===== config.mk =====
export PLATFORM = sky130hd
export DESIGN_NAME = fetch_stage
export DESIGN_NICKNAME = d
export VERILOG_FILES = /design/src/rtl/fetch_stage.sv
export SDC_FILE = /design/constraint.sdc
export NUM_CORES = 1
export LEC_CHECK = 0
export ABC_AREA = 1
export CAP_MARGIN = 10
export CORE_UTILIZATION = 45
export CTS_CLUSTER_SIZE = 30
export DETAILED_ROUTE_END_ITERATION = 10
export PLACE_DENSITY = 0.77
export SETUP_SLACK_MARGIN = 0.02
export SYNTH_ARGS = -nofsm -noshare
export SYNTH_HDL_FRONTEND = slang
export SYNTH_SLANG_ARGS = --single-unit

===== constraint.sdc =====
create_clock -name clk -period 2.2 [get_ports clk]
set_input_delay 0.22 -clock clk [delete_from_list [all_inputs] [get_ports clk]]
set_output_delay 0.22 -clock clk [all_outputs]
set_load 0.05 [all_outputs]

===== src/rtl/fetch_stage.sv =====
// Instruction-fetch front end: owns the fetch PC, keeps at most one word read in flight,
// buffers one returned instruction and drives the IF/ID register for decode.
module fetch_stage #(
  parameter int unsigned      XLEN     = 32,
  parameter logic [XLEN-1:0]  RESET_PC = 32'h0000_0000,
  parameter logic [XLEN-1:0]  NOP      = 32'h0000_0013
) (
  input  logic            clk,
  input  logic            reset,
  output logic            imem_req_valid,
  output logic [XLEN-1:0] imem_req_addr,
  input  logic            imem_req_ready,
  input  logic            imem_rsp_valid,
  input  logic [XLEN-1:0] imem_rsp_data,
  input  logic            stallF,
  input  logic            stallD,
  input  logic            flushD,
  input  logic            PCSrcE,
  input  logic [XLEN-1:0] PCTargetE,
  output logic [XLEN-1:0] InstrD,
  output logic [XLEN-1:0] PCD,
  output logic [XLEN-1:0] PCPlus4D,
  output logic            validD,
  output logic [6:0]      opD,
  output logic [2:0]      funct3D,
  output logic            funct7b5D,
  output logic [1:0]      dbg_state
);

  typedef enum logic [1:0] {
    S_REQ  = 2'd0,
    S_WAIT = 2'd1,
    S_FULL = 2'd2
  } state_t;

  localparam logic [XLEN-1:0] FOUR = XLEN'(4);

  state_t          state, state_n;
  logic [XLEN-1:0] pcf, pcf_n;
  logic [XLEN-1:0] fetch_pc, fetch_pc_n;
  logic [XLEN-1:0] buf_instr, buf_instr_n;
  logic [XLEN-1:0] buf_pc, buf_pc_n;
  logic            kill, kill_n;
  logic            issue;
  logic            load_d;
  logic [XLEN-1:0] load_instr, load_pc;
  logic [XLEN-1:0] target;

  // Redirect targets are forced word-aligned before they reach the PC.
  assign target = {PCTargetE[XLEN-1:2], 2'b00};

  // Request handshake: a request transfers on a cycle where imem_req_valid && imem_req_ready;
  // once valid is raised, addr stays put until it transfers unless stallF or a redirect withdraws it.
  // Responses carry no ready: imem_rsp_valid is a one-cycle pulse that must be consumed that cycle.
  assign imem_req_valid = issue;
  assign imem_req_addr  = pcf;
  assign dbg_state      = state;

  always_comb begin
    state_n     = state;
    pcf_n       = pcf;
    fetch_pc_n  = fetch_pc;
    kill_n      = kill;
    buf_instr_n = buf_instr;
    buf_pc_n    = buf_pc;
    issue       = 1'b0;
    load_d      = 1'b0;
    load_instr  = buf_instr;
    load_pc     = buf_pc;
    case (state)
      S_REQ: begin
        issue = !stallF && !PCSrcE;
        if (PCSrcE) begin
          pcf_n = target;
        end else if (issue && imem_req_ready) begin
          fetch_pc_n = pcf;
          pcf_n      = pcf + FOUR;
          kill_n     = 1'b0;
          state_n    = S_WAIT;
        end
      end
      S_WAIT: begin
        if (imem_rsp_valid) begin
          if (kill || PCSrcE) begin
            if (PCSrcE) pcf_n = target;
            kill_n  = 1'b0;
            state_n = S_REQ;
          end else if (!stallD) begin
            load_d     = 1'b1;
            load_instr = imem_rsp_data;
            load_pc    = fetch_pc;
            state_n    = S_REQ;
          end else begin
            buf_instr_n = imem_rsp_data;
            buf_pc_n    = fetch_pc;
            state_n     = S_FULL;
          end
        end else if (PCSrcE) begin
          // Response still owed by memory; remember to throw it away.
          pcf_n  = target;
          kill_n = 1'b1;
        end
      end
      S_FULL: begin
        if (PCSrcE) begin
          pcf_n   = target;
          state_n = S_REQ;
        end else if (!stallD) begin
          load_d  = 1'b1;
          state_n = S_REQ;
        end
      end
      default: state_n = S_REQ;
    endcase
  end

  always_ff @(posedge clk) begin
    if (reset) begin
      state     <= S_REQ;
      pcf       <= RESET_PC;
      fetch_pc  <= '0;
      kill      <= 1'b0;
      buf_instr <= NOP;
      buf_pc    <= '0;
    end else begin
      state     <= state_n;
      pcf       <= pcf_n;
      fetch_pc  <= fetch_pc_n;
      kill      <= kill_n;
      buf_instr <= buf_instr_n;
      buf_pc    <= buf_pc_n;
    end
  end

  // IF/ID: flush beats stall beats a delivered instruction; otherwise insert a bubble.
  always_ff @(posedge clk) begin
    if (reset || flushD) begin
      InstrD <= NOP;
      PCD    <= '0;
      validD <= 1'b0;
    end else if (!stallD) begin
      if (load_d) begin
        InstrD <= load_instr;
        PCD    <= load_pc;
        validD <= 1'b1;
      end else begin
        InstrD <= NOP;
        PCD    <= '0;
        validD <= 1'b0;
      end
    end
  end

  assign PCPlus4D  = PCD + FOUR;
  assign opD       = InstrD[6:0];
  assign funct3D   = InstrD[14:12];
  assign funct7b5D = InstrD[30];

endmodule


==> metrics.txt, run 1 <==
clock network fraction of total power 27.1%; DR WL/cell 15.6 microns; top cells by area in the synthesized netlist dfxtp_1 (40%), nand2_1 (14%), o21ai_0 (9.0%); n_diodes 0; setup TNS -286 ps; Synth Instances 1365; core area 20400 sq um; Total Nets Final 1652; Synth async-reset ratio 0%; # IOs 215; worst reg2reg path endpoint InstrD[0]; period utilization 109%; clk root buf clkbuf_16; prevailing post-synth register cell dfxtp_1; worst path required time 1980 ps; Slew Viols, Final 0; Die Height 147 microns; initial antenna violation count 0; Post-Synth XOR/XNOR Area 2.78%; FMAX 418 MHz; CTS tree yes; CP max FO 5; Internal 6750 uW; sequential-to-total area share from yosys stat 39.9%; sw frac 41.4%; endpoint class of the critical path output port; crit path time final 2400 ps; DR WL met3 2250 microns; R2R Setup Slk 280 ps; GPL Wtd Cong 0.901; global route overflow 0; Area Growth Syn to Fin 44.2%; DRT iter0 DRCs 847; fraction of the mapped netlist area in compound gates 22.4%; worst setup margin -195 ps; max_slew headroom 54.6%; routed via count 9875; maximum root-to-sink buffer count 2; WS Path Type flip-flop to output port; Worst EP arrival 2180 ps; nature of the critical path startpoint flip-flop; largest net degree at the start of global routing 123; Slew @ Worst Pin 681 ps; Post-Synth Adder-Cell Area 0.795%; hold_sp stallD; CTS Hold Bufs 0; Netlist cell types 40; placed insts 1789; worst path bufs/invs 1; aggregate global-route resource usage 24.7%; power per standard cell area 846 nW/um^2; Peak VDD IR 828 uV; worst hold path class input pin to flip-flop; Crit Reg-Reg Startpoint dbg_state[1]; Yosys top cell area share 39.9%; htree depth 4; Starting Density 46.2%; Die ar. 21600 sq um; Setup Skew 9.82 ps; net switching power 4770 uW; placed cell area 12200 sq um; HPWL Detailed 18500 microns; DRC 0; CTS Buf Count 17; global-route wire length before repair 43400 microns; area leader, netlist dfxtp_1; Final Cell Area 13600 sq um; Post-Route WL 28900 microns; Static Leak 0.00511 uW; final non-filler cell total 1857; clock latency on the worst-skew pair 440 ps; multiplexer share of the synthesized area 0%; Simple-Gate Fraction of Synth Area 24.3%; clock slew at reported path FFs 80 ps; power share of the combinational group 35.3%; layout cells sized above 1 19.9%; failing checks negative setup slack; largest family of logic cells by synthesized area simple AND/OR/NAND/NOR gates; Vias/cell 5.32; unrepaired setup endpoints after global routing yes; Top delay family on crit path simple AND/OR/NAND/NOR gates; Post-Route M1 WL 12400 microns; Max Cap Violations 0; Sink Count 188; status finished with violations; Synth Warn # 0; Final Hold Fails 0; met2 wire length 13600 microns; Hold Path End buf_instr[1]; Fin Hold WS 329 ps; fillers 1637; Worst path slowest cell nor4_1; post-route antenna net violation count 0; WP depth 5; worst setup path start PCD[14]; vias in the first global route 8738; Hold Path Stages 3; CP cell instances nand2_1 -> nor4_1 -> nand3_1 -> xnor2_2 -> buf_12; register bit total from synthesis 188; DR top layer met4; drt pass-1 iters 8; crit-path max cell delay 490 ps; mean cell area of the mapped netlist 6.92 sq um; die width 147 microns; Finish-stage setup viols 4; worst reg2reg path depth 9; sequential share of power 37.6%; row cnt 52; post-synthesis cell area 9440 sq um; port bufs 206; Post-synth EDFFs 0
timing repair:
item | in CTS | in global routing
setup buffers | 18 | 19
setup endpoints to repair | 18 | 20
pin swaps | 25 | 38
resized for setup | 65 | 68
how the worst max path moves through the flow:
| stage | end | slack, ps |
|---|---|---|
| floorplan | PCPlus4D[29] | -110 |
| global placement | InstrD[0] | 90 |
| detailed placement | InstrD[0] | 40 |
| CTS | PCPlus4D[22] | -30 |
| global route | PCPlus4D[25] | -290 |
| finish | PCPlus4D[25] | -200 |
logic make-up after synthesis:
kind of cell	Yosys count
adder cells (fa/ha/maj)	6
buffers and inverters	207
AND/OR/NAND/NOR	564
AO/OA/AOI/OAI	369
XOR/XNOR	30
flip-flops	188
other	1
per-layer routing:
layer  global-route usage (%)  up-vias
li1                         -     4840
met1                     33.5     4501
met2                     40.2      478
met3                     4.01       56
met4                     7.66        0
met5                        0        -
registers in the layout, summed over array words and instances (netlist names):
register       count
InstrD            32
buf_instr         32
PCD               30
buf_pc            30
fetch_pc          30
imem_req_addr     30
dbg_state          2
kill               1
validD             1
cell usage in the layout (no fill, tap or decap), types with 17 or more instances in the layout:
master           count
nand2_1            343
clkdlybuf4s50_1    175
o21ai_0            170
dfxtp_1            162
a21oi_1            122
inv_1              106
nor2_1              94
a21oi_2             60
buf_4               56
nand3_1             40
buf_12              38
dfxtp_4             18
clkbuf_16           17
cells in the mapped netlist, types with 2 or more instances:
cell type and n:
buf_2 27, buf_4 19, dfxtp_1 188, a31oi_1 3, nor2_1 112, buf_6 6, nor3_1 14, clkbuf_1 39
nand4_1 13, o21ai_0 170, xor2_1 18, o21a_1 2, nor4_1 4, o21ai_1 4, nand3_1 47, a21oi_2 60
nand3b_1 2, nand2_1 364, inv_2 2, nand3_2 2, ha_1 6, xnor2_1 12, inv_1 111, o211ai_1 3
a21oi_1 122
tightest hold or removal path: cells and delay by family:
family                 cells  cell delay (ps)
buffers and inverters      2              360
AO/OA/AOI/OAI              1              130
power by group through the flow:
stage	Combinational, uW	Clock [uW]	Sequential (uW)
finish	4070	3120	4330
global route	4440	3340	4390
CTS	4060	3180	4320
detailed placement	4040	0	4400
global placement	3980	0	4390
floorplan	2000	0	5110
stage by stage:
stage | total power, uW | utilization (%) | worst slack, ps
floorplan | 7110 | - | -110
global placement | 8370 | 59.8 | 87.8
detailed placement | 8440 | 59.8 | 39.8
CTS | 11600 | 64.6 | -32.8
global route | 12200 | 66.7 | -294
finish | 11500 | 66.7 | -195
layout make-up:
class	count	area [sq um]	share of cell area, %
clock buffer	17	425	3.12
clock inverter	15	195	1.43
inverter	114	433	3.18
multi-input combinational	975	5360	39.3
sequential	188	3840	28.2
tap	270	338	2.48
timing repair buffer	278	3030	22.3
Power figures use the tool's default switching activity.
==> run 2: changes to the inputs <==
--- a/config.mk
+++ b/config.mk
@@ -10,7 +10,8 @@
 export CORE_UTILIZATION = 45
 export CTS_CLUSTER_SIZE = 30
 export DETAILED_ROUTE_END_ITERATION = 10
-export PLACE_DENSITY = 0.77
+export GPL_ROUTABILITY_DRIVEN = 0
+export PLACE_DENSITY = 0.84
 export SETUP_SLACK_MARGIN = 0.02
 export SYNTH_ARGS = -nofsm -noshare
 export SYNTH_HDL_FRONTEND = slang
==> run 2 against run 1 <==
Effect of this change: count of clock-buffer cells in the layout unchanged; via count increased by 2.5%; critical path depth is 2 higher; register-to-register slack worse by 90 ps; flip-flop and latch count is the same; first-iteration DRC count down 9.1%; routed wire length rose by 7.7%; the flow still finishes with violations (negative setup slack); power grew 0.91%; critical endpoint is now PCPlus4D[26]; sequential share of layout area shrank 0.11 points; setup slack improved by 12 ps; sequential power is 1% higher.
==> metrics.txt, run 2 (synthesized netlist as in run 1, its figures left out) <==
nature of the critical path startpoint flip-flop; Static Leak 0.00505 uW; DR WL/cell 16.8 microns; Max Cap Violations 0; die width 147 microns; WS Path Type flip-flop to output port; endpoint class of the critical path output port; Starting Density 46.2%; met1 Use GR 34.2%; DRC 0; power per standard cell area 855 nW/um^2; DRT iter0 DRCs 770; CTS Buf Count 17; failing checks negative setup slack; commonest non-fill, non-tap cells in the layout nand2_1 (344), clkdlybuf4s50_1 (176), dfxtp_1 (170), o21ai_0 (170), a21oi_1 (122); final non-filler cell total 1852; largest registers InstrD: 32 flops, buf_instr: 32 flops; clock slew at reported path FFs 80 ps; CP max FO 5; CTS tree yes; worst setup margin -183 ps; clk root buf clkbuf_16; unrepaired setup endpoints after global routing yes; global routing's busiest layer met2; Die Height 147 microns; HPWL Detailed 19400 microns; max_slew headroom 58.2%; setup TNS -888 ps; initial antenna violation count 0; Slew Viols, Final 0; placed insts 1793; vias in the first global route 9033; Post-Route WL 31100 microns; n_diodes 0; clock latency on the worst-skew pair 440 ps; maximum root-to-sink buffer count 2; fillers 1506; Finish-stage setup viols 11; Slew @ Worst Pin 626 ps; crit path time final 2380 ps; row cnt 52; GR Util met2 42.4%; post-route antenna net violation count 0; Area Growth Syn to Fin 44.0%; core area 20400 sq um; port bufs 206; aggregate global-route resource usage 26.3%; Worst EP arrival 2160 ps; most common cell after layout, fill and taps aside nand2_1; Final Hold Fails 0; Die ar. 21600 sq um; period utilization 108%; GR Layer Usage met3 5.75%; Setup Skew 11.4 ps; Peak VDD IR 834 uV; FMAX 420 MHz; htree depth 4; status finished with violations; global route overflow 0; layout cells sized above 1 18.8%; Register Area 3820 sq um; worst path required time 1980 ps; multi-input combinational cell area 5400 sq um; routed via count 10100; # IOs 215; worst hold path class input pin to flip-flop; Total Nets Final 1647; largest net degree at the start of global routing 85; Sink Count 188; drt pass-1 iters 5; global-route wire length before repair 45600 microns; Vias/cell 5.47
[run 2: final cells by class]
| cell class | instances | area share, % |
|---|---|---|
| Multi-Input combinational cell | 975 | 39.7 |
| Sequential cell | 188 | 28.1 |
| Timing Repair Buffer | 273 | 22.0 |
| Inverter | 114 | 3.15 |
| Clock buffer | 17 | 3.13 |
| Tap cell | 270 | 2.48 |
| Clock inverter | 15 | 1.48 |
[run 2: worst max-delay path, stage by stage, from the launching register on]
cell	delay, ps
dfxtp_4	410
nand2_2	90
nor3_2	350
nand2_2	150
nor3_2	170
nand3_1	150
xnor2_2	240
buf_12	170
[run 2: final timing paths]
check,slack [ps],endpoint,cells after the start,from
worst min register to register,480,fetch_pc[2],2,fetch_pc[2]
worst min-delay path,250,buf_instr[4],3,stallD
worst max register to register,190,InstrD[15],9,dbg_state[1]
worst max-delay path,-180,PCPlus4D[26],7,PCD[12]
[run 2: layer usage]
metal  vias up  routed length [microns]
met1      4591                    12400
met2       595                    14400
met4         0                     1260
li1       4839                        -
met3       100                     2990
met5         -                        0
[run 2: power breakdown]
part           internal (uW)  switching, uW  total (uW)
registers               3800            575        4380
clock network           1550           1580        3130
logic                   1420           2700        4120
total                   6780           4850       11600
[run 2: metrics by stage]
step	setup slack [ps]	hold WS, ps	utilization (%)	power [uW]	instance area [sq um]
after floorplan	-110	351	-	7110	9650
after global placement	136	456	60.0	8410	12300
after detailed placement	99.1	464	60.0	8490	12300
after CTS	-36.9	241	65.0	11600	13300
after global routing	-244	246	66.5	12200	13600
final	-183	249	66.5	11600	13600
[run 2: what timing repair did]
action | 4_1_cts | 5_1_grt
buffers inserted | 18 | 10
pin swaps | 26 | 38
setup endpoints to repair | 20 | 20
resized for setup | 62 | 57
hold buffers | 0 | 0
==> run 3: changes to the inputs <==
--- a/config.mk
+++ b/config.mk
@@ -6,7 +6,6 @@
 export NUM_CORES = 1
 export LEC_CHECK = 0
 export ABC_AREA = 1
-export CAP_MARGIN = 10
 export CORE_UTILIZATION = 45
 export CTS_CLUSTER_SIZE = 30
 export DETAILED_ROUTE_END_ITERATION = 10
==> results of run 3 <==
The final DEF is identical to that of run 2; final timing and power are the same.
